[src/rtl/store_mon_pkg.sv]
// Shared types and widths for the store-traffic monitor.
package store_mon_pkg;

  typedef enum logic [1:0] {
    RUN  = 2'd0,
    PASS = 2'd1,
    FAIL = 2'd2
  } mon_state_t;

  typedef struct packed {
    logic [31:0] adr;
    logic [31:0] data;
  } store_entry_t;

  localparam int STORE_CNT_W = 16;
  localparam int DROP_CNT_W  = 8;
  localparam int WDOG_W      = 32;

endpackage

[src/rtl/store_fifo.sv]
// First-word-fall-through trace FIFO of store_entry_t; full accepts a push only alongside a pop.
module store_fifo
  import store_mon_pkg::*;
#(
  parameter int DEPTH = 8
) (
  input  logic         clk,
  input  logic         reset,
  input  logic         push,
  input  store_entry_t entry,
  output logic         full,
  input  logic         pop,
  output logic         empty,
  output store_entry_t head
);

  localparam int AW = $clog2(DEPTH);

  logic [AW:0]  wr_ptr;
  logic [AW:0]  rd_ptr;
  store_entry_t mem [DEPTH];
  logic         do_pop;
  logic         do_push;

  // One extra pointer bit distinguishes full from empty when the low bits match.
  assign empty   = (wr_ptr == rd_ptr);
  assign full    = (wr_ptr[AW] != rd_ptr[AW]) && (wr_ptr[AW-1:0] == rd_ptr[AW-1:0]);
  assign do_pop  = pop & ~empty;
  assign do_push = push & (~full | do_pop);
  assign head    = mem[rd_ptr[AW-1:0]];

  always_ff @(posedge clk) begin
    if (reset) begin
      wr_ptr <= '0;
      rd_ptr <= '0;
    end else begin
      if (do_push) wr_ptr <= wr_ptr + 1'b1;
      if (do_pop)  rd_ptr <= rd_ptr + 1'b1;
    end
  end

  always_ff @(posedge clk) begin
    if (do_push) mem[wr_ptr[AW-1:0]] <= entry;
  end

endmodule

[src/rtl/store_monitor.sv]
// Store-traffic monitor: sticky pass/fail verdict plus store trace FIFO.
// Optional watchdog enabled by defining STORE_MON_TIMEOUT_EN.
module store_monitor
  import store_mon_pkg::*;
#(
  parameter int          DEPTH          = 8,
  parameter logic [31:0] PASS_ADR       = 32'd100,
  parameter logic [31:0] PASS_DATA      = 32'd7,
  parameter logic [31:0] ALLOW_ADR      = 32'd96,
  parameter logic [31:0] TIMEOUT_CYCLES = 32'd1000
) (
  input  logic                   clk,
  input  logic                   reset,
  input  logic                   MemWrite,
  input  logic [31:0]            Adr,
  input  logic [31:0]            WriteData,
  output logic                   done,
  output logic                   pass,
  output logic                   fail,
  output logic                   timeout,
  output logic [STORE_CNT_W-1:0] store_cnt,
  output logic                   rd_valid,
  input  logic                   rd_ready,
  output logic [31:0]            rd_adr,
  output logic [31:0]            rd_data,
  output logic                   overflow,
  output logic [DROP_CNT_W-1:0]  drop_cnt
);

  mon_state_t   state;
  store_entry_t head;
  logic         store;
  logic         pass_hit;
  logic         allow_hit;
  logic         resolves;
  logic         full;
  logic         empty;
  logic         wdog_hit;

  assign store     = (state == RUN) & MemWrite;
  assign pass_hit  = (Adr == PASS_ADR) && (WriteData == PASS_DATA);
  assign allow_hit = (Adr == ALLOW_ADR);
  assign resolves  = MemWrite & (pass_hit | ~allow_hit);

  store_fifo #(.DEPTH(DEPTH)) u_fifo (
    .clk   (clk),
    .reset (reset),
    .push  (store),
    .entry ('{adr: Adr, data: WriteData}),
    .full  (full),
    .pop   (rd_ready),
    .empty (empty),
    .head  (head)
  );

  assign rd_valid = ~empty;
  assign rd_adr   = head.adr;
  assign rd_data  = head.data;
  assign pass     = (state == PASS);
  assign fail     = (state == FAIL);
  assign done     = pass | fail;

`ifdef STORE_MON_TIMEOUT_EN
  logic [WDOG_W-1:0] wdog;

  assign wdog_hit = (wdog == TIMEOUT_CYCLES - 1'b1);

  always_ff @(posedge clk) begin
    if (reset)              wdog <= '0;
    else if (state == RUN)  wdog <= wdog + 1'b1;
  end
`else
  logic unused_timeout_cfg;

  assign unused_timeout_cfg = ^TIMEOUT_CYCLES;
  assign wdog_hit           = 1'b0;
`endif

  always_ff @(posedge clk) begin
    if (reset) begin
      state     <= RUN;
      timeout   <= 1'b0;
      store_cnt <= '0;
      drop_cnt  <= '0;
      overflow  <= 1'b0;
    end else begin
      if (store && store_cnt != '1) store_cnt <= store_cnt + 1'b1;
      // A full FIFO only drops when no pop frees a slot on the same edge.
      if (store && full && !rd_ready) begin
        overflow <= 1'b1;
        if (drop_cnt != '1) drop_cnt <= drop_cnt + 1'b1;
      end
      if (state == RUN) begin
        if (resolves) begin
          state <= (MemWrite && pass_hit) ? PASS : FAIL;
        end else if (wdog_hit) begin
          state   <= FAIL;
          timeout <= 1'b1;
        end
      end
    end
  end

endmodule

[config.mk]
export PLATFORM = sky130hd
export DESIGN_NAME = store_monitor
export DESIGN_NICKNAME = d
export VERILOG_FILES = /design/src/rtl/store_mon_pkg.sv /design/src/rtl/store_fifo.sv /design/src/rtl/store_monitor.sv
export SDC_FILE = /design/constraint.sdc
export NUM_CORES = 1
export LEC_CHECK = 0
export ABC_AREA = 1
export CORE_ASPECT_RATIO = 1.75
export CORE_MARGIN = 2
export CORE_UTILIZATION = 55
export CTS_CLUSTER_DIAMETER = 40
export DETAILED_ROUTE_END_ITERATION = 10
export PLACE_DENSITY = 0.81
export SLEW_MARGIN = 5
export SYNTH_ARGS = -nofsm -noshare
export SYNTH_HDL_FRONTEND = slang
export SYNTH_SLANG_ARGS = --single-unit
[constraint.sdc]
create_clock -name clk -period 12.87 [get_ports clk]
set_input_delay 3.861 -clock clk [delete_from_list [all_inputs] [get_ports clk]]
set_output_delay 3.861 -clock clk [all_outputs]
set_load 0.1 [all_outputs]
==> results.md, run 1 <==
| Step | Result | This run |
| --- | --- | --- |
| setup path | Type of origin of the critical path | flop |
| global route | Vias in the first global route | 15220 |
| logic synthesis | Post-Synthesis Cells | 1863 |
| worst hold path | Tightest Hold Check Type | reg -> reg |
| clocking | Number of post-CTS setup repair buffers | 0 |
| sta | Worst-margin pin slew | 1.172 ns |
| logic synthesis | Post-Synthesis Net Count | 1938 |
| logic synthesis | Most frequently used flop master after synthesis | edfxtp_1 |
| drt | Via count | 15070 |
| floorplan | Core area | 40050 um^2 |
| setup path | Cell Chain, Critical Path | inv_8 -> buf_4 -> nor2_1 -> o32ai_1 -> nand2_1 -> nand2_1 -> clkdlybuf4s50_1 |
| sta | RSZ-0062 raised after global routing | no |
| drt | DRC violations left | 0 |
| sta | Largest clock skew in the final design | 0.02080 ns |
| drt | Via-per-instance ratio | 5.985 |
| setup path | Biggest cell delay along the critical path | 1.15 ns |
| setup path | Arrival time worst endpoint | 4.66 ns |
| pwr | Leakage power total | 0.008813 uW |
| logic synthesis | Count of synthesis-stage warnings from yosys | 0 |
| clocking | Deepest clock path buffer count | 3 |
| drt | Detailed Routing Iterations Pass 1 | 6 |
| logic synthesis | Share of the synthesized area in the top cell type | 68.95% |
| drt | Routed WL | 51790 um |
| setup path | Cell mode on critical path | nand2_1 |
| clocking | CTS root buffer | clkbuf_16 |
| floorplan | Die ar. | 42230 um^2 |
| logic synthesis | Share of flip-flops with an asynchronous set or reset after synthesis | 0% |
| worst hold path | Min-Delay Endpoint | overflow$_SDFFE_PP0P_ |
| floorplan | Floorplan die width | 156.2 um |
| final layout | Synthesis-to-finish area growth | 15.90% |
| logic synthesis | Synth Area per Inst | 11.97 um^2 |
| setup path | Beginning of the worst register-to-register path | state[0]$_SDFFE_PP0P_ |
| setup path | Worst-case register-to-register setup slack | 9.77 ns |
| final layout | Most common cell after layout, fill and taps aside | edfxtp_1 |
| sta | Total negative setup slack | 0 ns |
| sta | Remaining max-slew budget at the tightest pin | 21.89% |
| worst hold path | Number of instances on the worst hold path | 2 |
| setup path | Maximum fanout along the worst path | 169 |
| setup path | Standard cell with the maximum stage delay on the critical path | clkdlybuf4s50_1 |
| final layout | Sequential cell area | 16150 um^2 |
| job | Max capacitance violation total | 0 |
| final layout | Share of final-layout standard cells stronger than drive strength 1 | 5.396% |
| final layout | Fill cell total of the finished layout | 2785 |
| pwr | Worst supply voltage drop on vdd | 0.1146 mV |
| setup path | Worst path top cell family by delay | buffers and inverters |
| placed design | Gp weighted congestion | 0.8420 |
| logic synthesis | Sequential element share of the synthesized area | 72.36% |
| logic synthesis | Top cell type by total area after synthesis | edfxtp_1 |
| setup path | Setup CP Type | reg -> out |
| global route | All-layer global routing usage | 24.33% |
| placed design | Port buffer count | 160 |
| pwr | Design Power | 4808 uW |
| global route | GR Overflow Total | 0 |
| logic synthesis | Distinct cell type count of the synthesized netlist | 31 |
| sta | Period minus WS final | 8.523 ns |
| worst hold path | HP Start | overflow$_SDFFE_PP0P_ |
| setup path | Critical R2R Capture | u_fifo.mem[5][59]$_DFFE_PP_ |
| drt | Routed length per instance | 20.57 um |
| global route | Wire length of the first global-routing pass | 79810 um |
| setup path | Worst endpoint required time | 9.01 ns |
| floorplan | Initial Util | 55.67% |
| setup path | Count of buffering cells on the critical path with inverters included | 3 |
| pwr | Power per unit of standard cell area | 186.1 nW/um^2 |
| clocking | Number of H-tree levels | 2 |
| clocking | Clock Pin Slew Worst Setup and Hold Paths | 0.07 ns |
| sta | Max-slew violation total from the final report | 0 |
| sta | Upper clock frequency limit | 0.1173 GHz |
| floorplan | # IOs | 162 |
| final layout | Area of the multi-input gates | 5484 um^2 |
| drt | Violation count after the first detailed-route iteration | 1577 |
| clocking | Total CTS buffers | 48 |
| sta | Hold violation count in the final report | 0 |
| setup path | Endpoint class of the critical path | output port |
| final layout | Nets | 2057 |
| sta | Period utilisation layout | 66.22% |
| global route | Number of antenna violations at the first check in global routing | 4 |
| floorplan | Die Y | 270.4 um |
| logic synthesis | Count of flip-flops with a built-in enable after synthesis | 512 |
| setup path | Reg2Reg Depth | 9 |
| clocking | Hold-fix buffers at CTS | 0 |
| floorplan | Floorplan row count | 97 |
| sta | # setup viols final | 0 |
| clocking | Total number of clock tree sinks | 550 |
| logic synthesis | Mapped cell area | 22300 um^2 |
| clocking | Clock tree from TritonCTS | done |
| global route | Pin count of the biggest net entering global routing | 170 |
| clocking | Latest clock arrival within the worst-skew pair | 0.57 ns |
| clocking | Number of resized instances in the post-cts repair step | 0 |
| logic synthesis | Synth top area cells | edfxtp_1 (69%), nor2_1 (8.0%), nand2_1 (5.4%), o32ai_1 (5.0%), dfxtp_1 (3.4%) |
| status | Status | completed |
| placed design | Total half-perimeter wirelength after legalization and detailed placement | 28220 um |
| final layout | Top library cells by usage in the layout, fill and taps aside | edfxtp_1 (512), nor2_1 (471), nand2_1 (320) |
| logic synthesis | Total of flip-flops plus latches after synthesis | 550 |
| drt | Antenna viol nets, final | 0 |
==> final cells by class <==
class / instances / area share, %
clock buffer: 57 / 4.861
antenna: 3 / 0.02905
tap: 495 / 2.397
sequential: 550 / 62.48
clock inverter: 31 / 1.520
inverter: 59 / 0.8860
multi-input combinational: 1149 / 21.22
timing repair buffer: 174 / 6.604
==> registers in the layout, indices dropped and copies added (netlist names), named ones only <==
register	cells
store_cnt	16
u_fifo.mem	512
u_fifo.rd_ptr	4
overflow	1
u_fifo.wr_ptr	4
state	2
drop_cnt	8
==> worst register-to-register path, delay by kind of cell, from the launching register on <==
family / cells / cell delay [ns]
AOI/OAI and AO/OA: 1 / 0.20
adders and majority gates: 1 / 0.14
DFF: 1 / 0.33
buffers and inverters: 4 / 1.54
and+or+nand+nor: 3 / 0.44
==> synth_stat cells (2+ instances only) <==
master,number
buf_1,4
a21oi_1,25
buf_6,9
nand3_1,15
buf_4,3
inv_1,55
dfxtp_1,38
nor2_1,478
nand4_1,11
xnor2_1,5
inv_2,4
xor2_1,14
nand2_1,320
o32ai_1,128
edfxtp_1,512
nand3_2,2
o21ai_4,2
ha_1,7
clkbuf_1,55
buf_2,34
o21ai_0,132
==> routing by layer <==
metal  share of wire, %  wire length (um)  global-route usage [%]
met3                7.4              3842                   4.316
met1                 36             18760                   29.15
met4                4.5              2325                   11.93
met2                 52             26840                   42.22
met5              0.044                23                       0
==> worst max-delay path by stage <==
| stage | endpoint | cells past startpoint | startpoint | slack (ns) |
|---|---|---|---|---|
| after floorplan | u_fifo.mem[6][0]$_DFFE_PP_ | 4 | MemWrite | 1.95 |
| after global placement | rd_adr[1] | 7 | flop | 5.09 |
| after detailed placement | rd_adr[1] | 7 | flop | 5.04 |
| after CTS | rd_adr[16] | 7 | flop | 4.30 |
| after global routing | rd_adr[1] | 7 | flop | 4.11 |
| final | rd_adr[16] | 7 | flop | 4.35 |
==> metrics by stage <==
stage | instance area (um^2) | setup WS [ns] | std cells | hold WS (ns) | util, %
finish | 25840 | 4.347 | 2518 | 0.4544 | 64.52
global route | 25840 | 4.114 | 2517 | 0.4862 | 64.52
CTS | 25830 | 4.295 | 2515 | 0.4563 | 64.50
detailed placement | 24190 | 5.039 | 2427 | 0.4505 | 60.39
global placement | 24190 | 5.094 | 2427 | 0.4428 | 60.39
floorplan | 22300 | 1.947 | 1863 | 0.4534 | -
==> cells by family (layout without fill, tap and decap cells) <==
| logic type | after synthesis | after routing | synth area share, % |
|---|---|---|---|
| buffers and inverters | 164 | 321 | 3.305 |
| and+or+nand+nor | 834 | 834 | 14.44 |
| xor gates and xnor gates | 19 | 19 | 0.7463 |
| AOI/OAI and AO/OA | 288 | 288 | 8.731 |
| other | 1 | 4 | 0.01682 |
| DFF | 550 | 550 | 72.36 |
| adders and majority gates | 7 | 7 | 0.3928 |
==> power by group <==
part	switching (uW)	internal (uW)	leakage (uW)
Sequential	41.2	2000	0.00494
Combinational	971	293	0.00306
Clock	632	867	0.000804
Total	1640	3160	0.00881
No activity file was read; power rests on OpenSTA's default activity.
==> run 2: changes to the inputs <==
--- a/config.mk
+++ b/config.mk
@@ -8,10 +8,10 @@
 export ABC_AREA = 1
 export CORE_ASPECT_RATIO = 1.75
 export CORE_MARGIN = 2
-export CORE_UTILIZATION = 55
+export CORE_UTILIZATION = 53
 export CTS_CLUSTER_DIAMETER = 40
 export DETAILED_ROUTE_END_ITERATION = 10
-export PLACE_DENSITY = 0.81
+export PLACE_DENSITY = 0.82
 export SLEW_MARGIN = 5
 export SYNTH_ARGS = -nofsm -noshare
 export SYNTH_HDL_FRONTEND = slang
==> constraint.sdc (replaced) <==
create_clock -name clk -period 7.5 [get_ports clk]
set_input_delay 2.25 -clock clk [delete_from_list [all_inputs] [get_ports clk]]
set_output_delay 2.25 -clock clk [all_outputs]
set_load 0.1 [all_outputs]
==> run 2 against run 1 <==
Flip-flop and latch count did not move. Setup slack got worse by 3.0 ns. Die area rose by 3.7%. Critical endpoint is now rd_adr[7]. Power rose by 71%. Register-to-register slack got worse by 5.4 ns. Via count rose by 1.3%. Final cell count rose by 2.5%. Critical path depth did not move. Routed wire length rose by 3.3%. Global-route usage fell by 0.62 points. Hold slack improved by 0.0037 ns. Highest routed layer unchanged.
==> results.md, run 2 (same netlist as run 1, synthesis figures left out) <==
| Step | Result | This run |
| --- | --- | --- |
| status | Status | completed |
| clocking | Hold-fix buffers at CTS | 0 |
| drt | Routed WL | 53520 um |
| clocking | Number of H-tree levels | 2 |
| floorplan | Die ar. | 43790 um^2 |
| sta | Period minus WS final | 6.122 ns |
| final layout | Share of final-layout standard cells stronger than drive strength 1 | 5.490% |
| pwr | Flop pwr share | 42.3% |
| sta | Total negative setup slack | 0 ns |
| floorplan | Core area | 41620 um^2 |
| clocking | Latest clock arrival within the worst-skew pair | 0.57 ns |
| pwr | Power per unit of standard cell area | 316.3 nW/um^2 |
| sta | Upper clock frequency limit | 0.1633 GHz |
| sta | Minimum hold slack | 0.4581 ns |
| final layout | Fill cell total of the finished layout | 3021 |
| pwr | Switching power summed over all nets | 2816 uW |
| final layout | Top library cells by usage in the layout, fill and taps aside | edfxtp_1 (512), nor2_1 (471), nand2_1 (320) |
| floorplan | Floorplan row count | 99 |
| pwr | Internal power of the cells | 5399 uW |
| global route | All-layer global routing usage | 23.72% |
| sta | Hold violation count in the final report | 0 |
| placed design | Gp weighted congestion | 0.8444 |
| global route | Most Used Layer, Global Route | met2 |
| global route | Met2 demand-to-capacity share in global routing | 42.61% |
| floorplan | Initial Util | 53.57% |
| clocking | Clock Pin Slew Worst Setup and Hold Paths | 0.07 ns |
| drt | Violation count after the first detailed-route iteration | 1687 |
| worst hold path | Tightest Hold Check Type | reg -> reg |
| placed design | Port buffer count | 160 |
| clocking | Deepest clock path buffer count | 3 |
| global route | GR Overflow Total | 0 |
| global route | Vias in the first global route | 15020 |
| clocking | Number of resized instances in the post-cts repair step | 0 |
| final layout | Most common cell after layout, fill and taps aside | edfxtp_1 |
| drt | Detailed Routing Iterations Pass 1 | 8 |
| final layout | Synthesis-to-finish area growth | 16.48% |
| pwr | Relative contribution of combinational cells to total power | 27.1% |
| sta | Largest clock skew in the final design | 0.01657 ns |
| setup path | Setup CP Type | reg -> out |
| final layout | Final standard cell utilization of the core | 62.40% |
| sta | Period utilisation layout | 81.63% |
| sta | # setup viols final | 0 |
| floorplan | # IOs | 162 |
| sta | Max-slew violation total from the final report | 0 |
| drt | Routed length per instance | 20.73 um |
| sta | Worst-margin pin slew | 1.182 ns |
| drt | Via-per-instance ratio | 5.911 |
| pwr | Worst supply voltage drop on vdd | 0.2475 mV |
| clocking | Total number of clock tree sinks | 550 |
| drt | Antenna viol nets, final | 0 |
| pwr | Switching part of the total | 34.28% |
| clocking | Number of post-CTS setup repair buffers | 0 |
| sta | Remaining max-slew budget at the tightest pin | 21.17% |
| final layout | Nets | 2061 |
| floorplan | Floorplan die width | 159.1 um |
| placed design | Total half-perimeter wirelength after legalization and detailed placement | 29640 um |
| setup path | Maximum fanout along the worst path | 176 |
| global route | Met1 routing resource usage after global routing | 27.90% |
| floorplan | Die Y | 275.3 um |
| pwr | Clock share of power | 30.6% |
| setup path | Type of origin of the critical path | flop |
| clocking | Total CTS buffers | 47 |
| clocking | CTS root buffer | clkbuf_16 |
| setup path | Worst endpoint required time | 5.25 ns |
| global route | Pin count of the biggest net entering global routing | 257 |
| drt | Via count | 15260 |
| pwr | Leakage power total | 0.008812 uW |
| clocking | Clock tree from TritonCTS | done |
| global route | Number of antenna violations at the first check in global routing | 9 |
| setup path | Endpoint class of the critical path | output port |
| setup path | Arrival time worst endpoint | 3.87 ns |
| global route | Wire length of the first global-routing pass | 81120 um |
| drt | DRC violations left | 0 |
| final layout | Largest register FFs | 512 |
| global route | Global Route met3 Usage | 4.313% |
| job | Max capacitance violation total | 0 |
| sta | RSZ-0062 raised after global routing | no |
run 2: final cells by class:
type / instances / area (um^2) / area share [%]
sequential: 550 / 16150 / 62.17
tap: 555 / 694.4 / 2.674
clock buffer: 62 / 1275 / 4.909
antenna: 5 / 12.51 / 0.04818
clock inverter: 23 / 314.1 / 1.209
timing repair buffer: 179 / 1807 / 6.957
multi-input combinational: 1149 / 5493 / 21.15
inverter: 59 / 229.0 / 0.8816
run 2: worst max-delay path: stages, from the launching register on:
cell             delay [ns]
dfxtp_4                0.37
inv_8                  0.63
buf_4                  0.47
nor2_1                 0.10
o32ai_1                0.26
nand2_1                0.08
nand2_1                0.16
clkdlybuf4s50_1        1.15
run 2: layer usage:
layer  vias up  share of wire [%]  wire, um
met5         -               0.10        54
met3       128                7.7      4147
met4         8                3.4      1804
li1       6861                  -         -
met2       767                 52     28040
met1      7499                 36     19480
run 2: per-stage QoR:
| stage | instances | total power [uW] | setup slack, ns | cell area [um^2] |
|---|---|---|---|---|
| after floorplan | 1863 | 5205 | 0.9085 | 22300 |
| after global placement | 2492 | 5708 | 2.043 | 24370 |
| after detailed placement | 2492 | 5756 | 1.996 | 24370 |
| after CTS | 2577 | 8237 | 1.333 | 25960 |
| after global routing | 2582 | 8472 | 1.163 | 25970 |
| final | 2582 | 8215 | 1.378 | 25970 |
run 2: final timing paths:
kind                         start                     endpoint  slack [ns]  depth (start not counted)
max                           flop                    rd_adr[7]        1.38                          7
min          overflow$_SDFFE_PP0P_        overflow$_SDFFE_PP0P_        0.46                          2
max reg2reg  state[0]$_SDFFE_PP0P_  u_fifo.mem[1][45]$_DFFE_PP_        4.33                          9
min reg2reg  overflow$_SDFFE_PP0P_        overflow$_SDFFE_PP0P_        0.46                          2
run 2: power groups by stage:
stage | Combinational (uW) | Sequential (uW) | Clock [uW]
finish | 2230 | 3480 | 2510
global placement | 2170 | 3540 | 0
CTS | 2230 | 3470 | 2530
detailed placement | 2220 | 3540 | 0
global route | 2340 | 3480 | 2650
floorplan | 1660 | 3540 | 0
==> run 3: changes to the inputs <==
--- a/config.mk
+++ b/config.mk
@@ -8,10 +8,10 @@
 export ABC_AREA = 1
 export CORE_ASPECT_RATIO = 1.75
 export CORE_MARGIN = 2
-export CORE_UTILIZATION = 53
+export CORE_UTILIZATION = 55
 export CTS_CLUSTER_DIAMETER = 40
 export DETAILED_ROUTE_END_ITERATION = 10
-export PLACE_DENSITY = 0.82
+export PLACE_DENSITY = 0.81
 export SLEW_MARGIN = 5
 export SYNTH_ARGS = -nofsm -noshare
 export SYNTH_HDL_FRONTEND = slang
==> constraint.sdc (replaced) <==
create_clock -name clk -period 5.8 [get_ports clk]
set_input_delay 1.74 -clock clk [delete_from_list [all_inputs] [get_ports clk]]
set_output_delay 1.74 -clock clk [all_outputs]
set_load 0.1 [all_outputs]
==> run 3 against run 2 <==
Utilization rose by 1.6 points. Hold slack better by 0.0023 ns. Register-to-register slack got worse by 1.6 ns. Final cell count fell by 2.3%. Clock-buffer cell count increased by 1. Sequential share of layout area increased by 0.83 points. Die area fell by 3.6%. Sequential power increased by 30%. Combinational power grew 25%. Largest cell class unchanged. Power increased by 26%.
==> results.md, run 3 (same netlist as run 1, synthesis figures left out) <==
| Step | Result | This run |
| --- | --- | --- |
| final layout | Fill cell total of the finished layout | 2891 |
| worst hold path | Tightest Hold Check Type | reg -> reg |
| pwr | Worst supply voltage drop on vdd | 0.2561 mV |
| sta | Period minus WS final | 4.985 ns |
| final layout | Post-route standard cell area excluding fillers | 25630 um^2 |
| global route | Number of antenna violations at the first check in global routing | 4 |
| drt | Violation count after the first detailed-route iteration | 1552 |
| sta | Remaining max-slew budget at the tightest pin | 23.71% |
| clocking | Clock tree from TritonCTS | done |
| pwr | Design Power | 10320 uW |
| final layout | Most common cell after layout, fill and taps aside | edfxtp_1 |
| placed design | Total half-perimeter wirelength after legalization and detailed placement | 29430 um |
| sta | Worst-margin pin slew | 1.144 ns |
| global route | Pin count of the biggest net entering global routing | 257 |
| setup path | Endpoint class of the critical path | output port |
| drt | Antenna viol nets, final | 0 |
| pwr | Power per unit of standard cell area | 402.7 nW/um^2 |
| setup path | Critical R2R Capture | u_fifo.mem[5][37]$_DFFE_PP_ |
| clocking | Total number of clock tree sinks | 550 |
| clocking | Total CTS buffers | 47 |
| clocking | Deepest clock path buffer count | 3 |
| placed design | Setup WS pre-CTS | 1.075 ns |
| placed design | Area of placed instances | 24160 um^2 |
| clocking | Number of post-CTS setup repair buffers | 0 |
| setup path | Setup CP Type | reg -> out |
| drt | Via count | 15030 |
| drt | Detailed Routing Iterations Pass 1 | 5 |
| sta | Worst setup slack after layout | 0.8153 ns |
| drt | Routed WL | 51100 um |
| clocking | Number of resized instances in the post-cts repair step | 0 |
| floorplan | Initial Util | 55.67% |
| drt | Routed length per instance | 20.25 um |
| worst hold path | Number of instances on the worst hold path | 2 |
| worst hold path | Min-Delay Endpoint | overflow$_SDFFE_PP0P_ |
| sta | Hold violation count in the final report | 0 |
| drt | DRC violations left | 0 |
| setup path | Type of origin of the critical path | flop |
| sta | Upper clock frequency limit | 0.2006 GHz |
| floorplan | # IOs | 162 |
| sta | Minimum hold slack | 0.4605 ns |
| sta | Max-slew violation total from the final report | 0 |
| floorplan | Floorplan die width | 156.2 um |
| global route | Vias in the first global route | 15030 |
| setup path | Worst endpoint required time | 4.06 ns |
| clocking | CTS root buffer | clkbuf_16 |
| floorplan | Core area | 40050 um^2 |
| final layout | Largest register FFs | 512 |
| setup path | Beginning of the worst register-to-register path | state[1]$_SDFFE_PP0P_ |
| placed design | Port buffer count | 160 |
| sta | Largest clock skew in the final design | 0.01933 ns |
| sta | Period utilisation layout | 85.94% |
| final layout | Synthesis-to-finish area growth | 14.93% |
| worst hold path | HP Start | overflow$_SDFFE_PP0P_ |
| clocking | Latest clock arrival within the worst-skew pair | 0.57 ns |
| clocking | Hold-fix buffers at CTS | 0 |
| floorplan | Die Y | 270.4 um |
| sta | # setup viols final | 0 |
| final layout | Top library cells by usage in the layout, fill and taps aside | edfxtp_1 (512), nor2_1 (471), nand2_1 (320) |
| final layout | Nets | 2065 |
| final layout | Share of final-layout standard cells stronger than drive strength 1 | 8.831% |
| sta | RSZ-0062 raised after global routing | no |
| floorplan | Floorplan row count | 97 |
| setup path | Maximum fanout along the worst path | 111 |
| clocking | Clock Pin Slew Worst Setup and Hold Paths | 0.06 ns |
| pwr | Leakage power total | 0.008850 uW |
| status | Status | completed |
| sta | Total negative setup slack | 0 ns |
| job | Max capacitance violation total | 0 |
| drt | Via-per-instance ratio | 5.957 |
| global route | GR Overflow Total | 0 |
| setup path | Worst-case register-to-register setup slack | 2.73 ns |
| clocking | Number of H-tree levels | 2 |
| setup path | Arrival time worst endpoint | 3.24 ns |
| setup path | Reg2Reg Depth | 9 |
| global route | Wire length of the first global-routing pass | 79400 um |
| placed design | Gp weighted congestion | 0.8567 |
| floorplan | Die ar. | 42230 um^2 |
| global route | All-layer global routing usage | 24.08% |
run 3: cell count changes in the layout (fill, tap and decap cells not counted), moves of 4 or more:
cell,before,now
diode_2,5,1
bufinv_16,7,1
clkdlybuf4s50_1,160,96
buf_4,14,82
clkinv_2,5,9
run 3: layer usage:
metal  track usage, %  vias to the layer above  wire length (um)
li1                 -                     6850                 -
met1            28.39                     7407             18600
met2            43.35                      646             27260
met3            4.076                      120              3609
met4            9.826                        6              1594
met5                0                        -                39
run 3: worst max-delay path by stage:
stage	slack (ns)	depth (start not counted)	start	end
after detailed placement	1.08	8	MemWrite	u_fifo.mem[5][11]$_DFFE_PP_
final	0.82	6	flop	rd_adr[16]
after floorplan	0.23	5	MemWrite	u_fifo.mem[0][0]$_DFFE_PP_
after global placement	1.13	8	MemWrite	u_fifo.mem[5][11]$_DFFE_PP_
after CTS	0.85	6	flop	rd_adr[16]
after global routing	0.64	6	flop	rd_adr[9]
run 3: final cells by class:
type,count,area (um^2),area share (%)
Timing Repair Buffer,183,1677,6.542
Tap cell,495,619.3,2.417
Sequential cell,550,16150,63.01
Inverter,59,229.0,0.8935
Multi-Input combinational cell,1149,5493,21.43
Clock buffer,63,1299,5.068
Antenna cell,1,2.502,0.009765
Clock inverter,23,161.4,0.6298
run 3: metrics by stage:
stage	util, %	std cells
floorplan	-	1863
global placement	60.33	2436
detailed placement	60.33	2436
CTS	63.98	2522
global route	63.99	2523
finish	63.99	2523
run 3: critical path, cell delays in order (launching register included):
cell and delay, ns:
dfxtp_4 1.06, buf_4 0.57, o21ai_0 0.25, o32ai_1 0.18, nand2_1 0.09, nand2_1 0.13
buf_4 0.30
run 3: power breakdown:
part	switching, uW	internal (uW)	total (uW)
clock	1370	1630	3000
combinational	2180	605	2790
sequential	83.1	4450	4530
total	3640	6680	10300
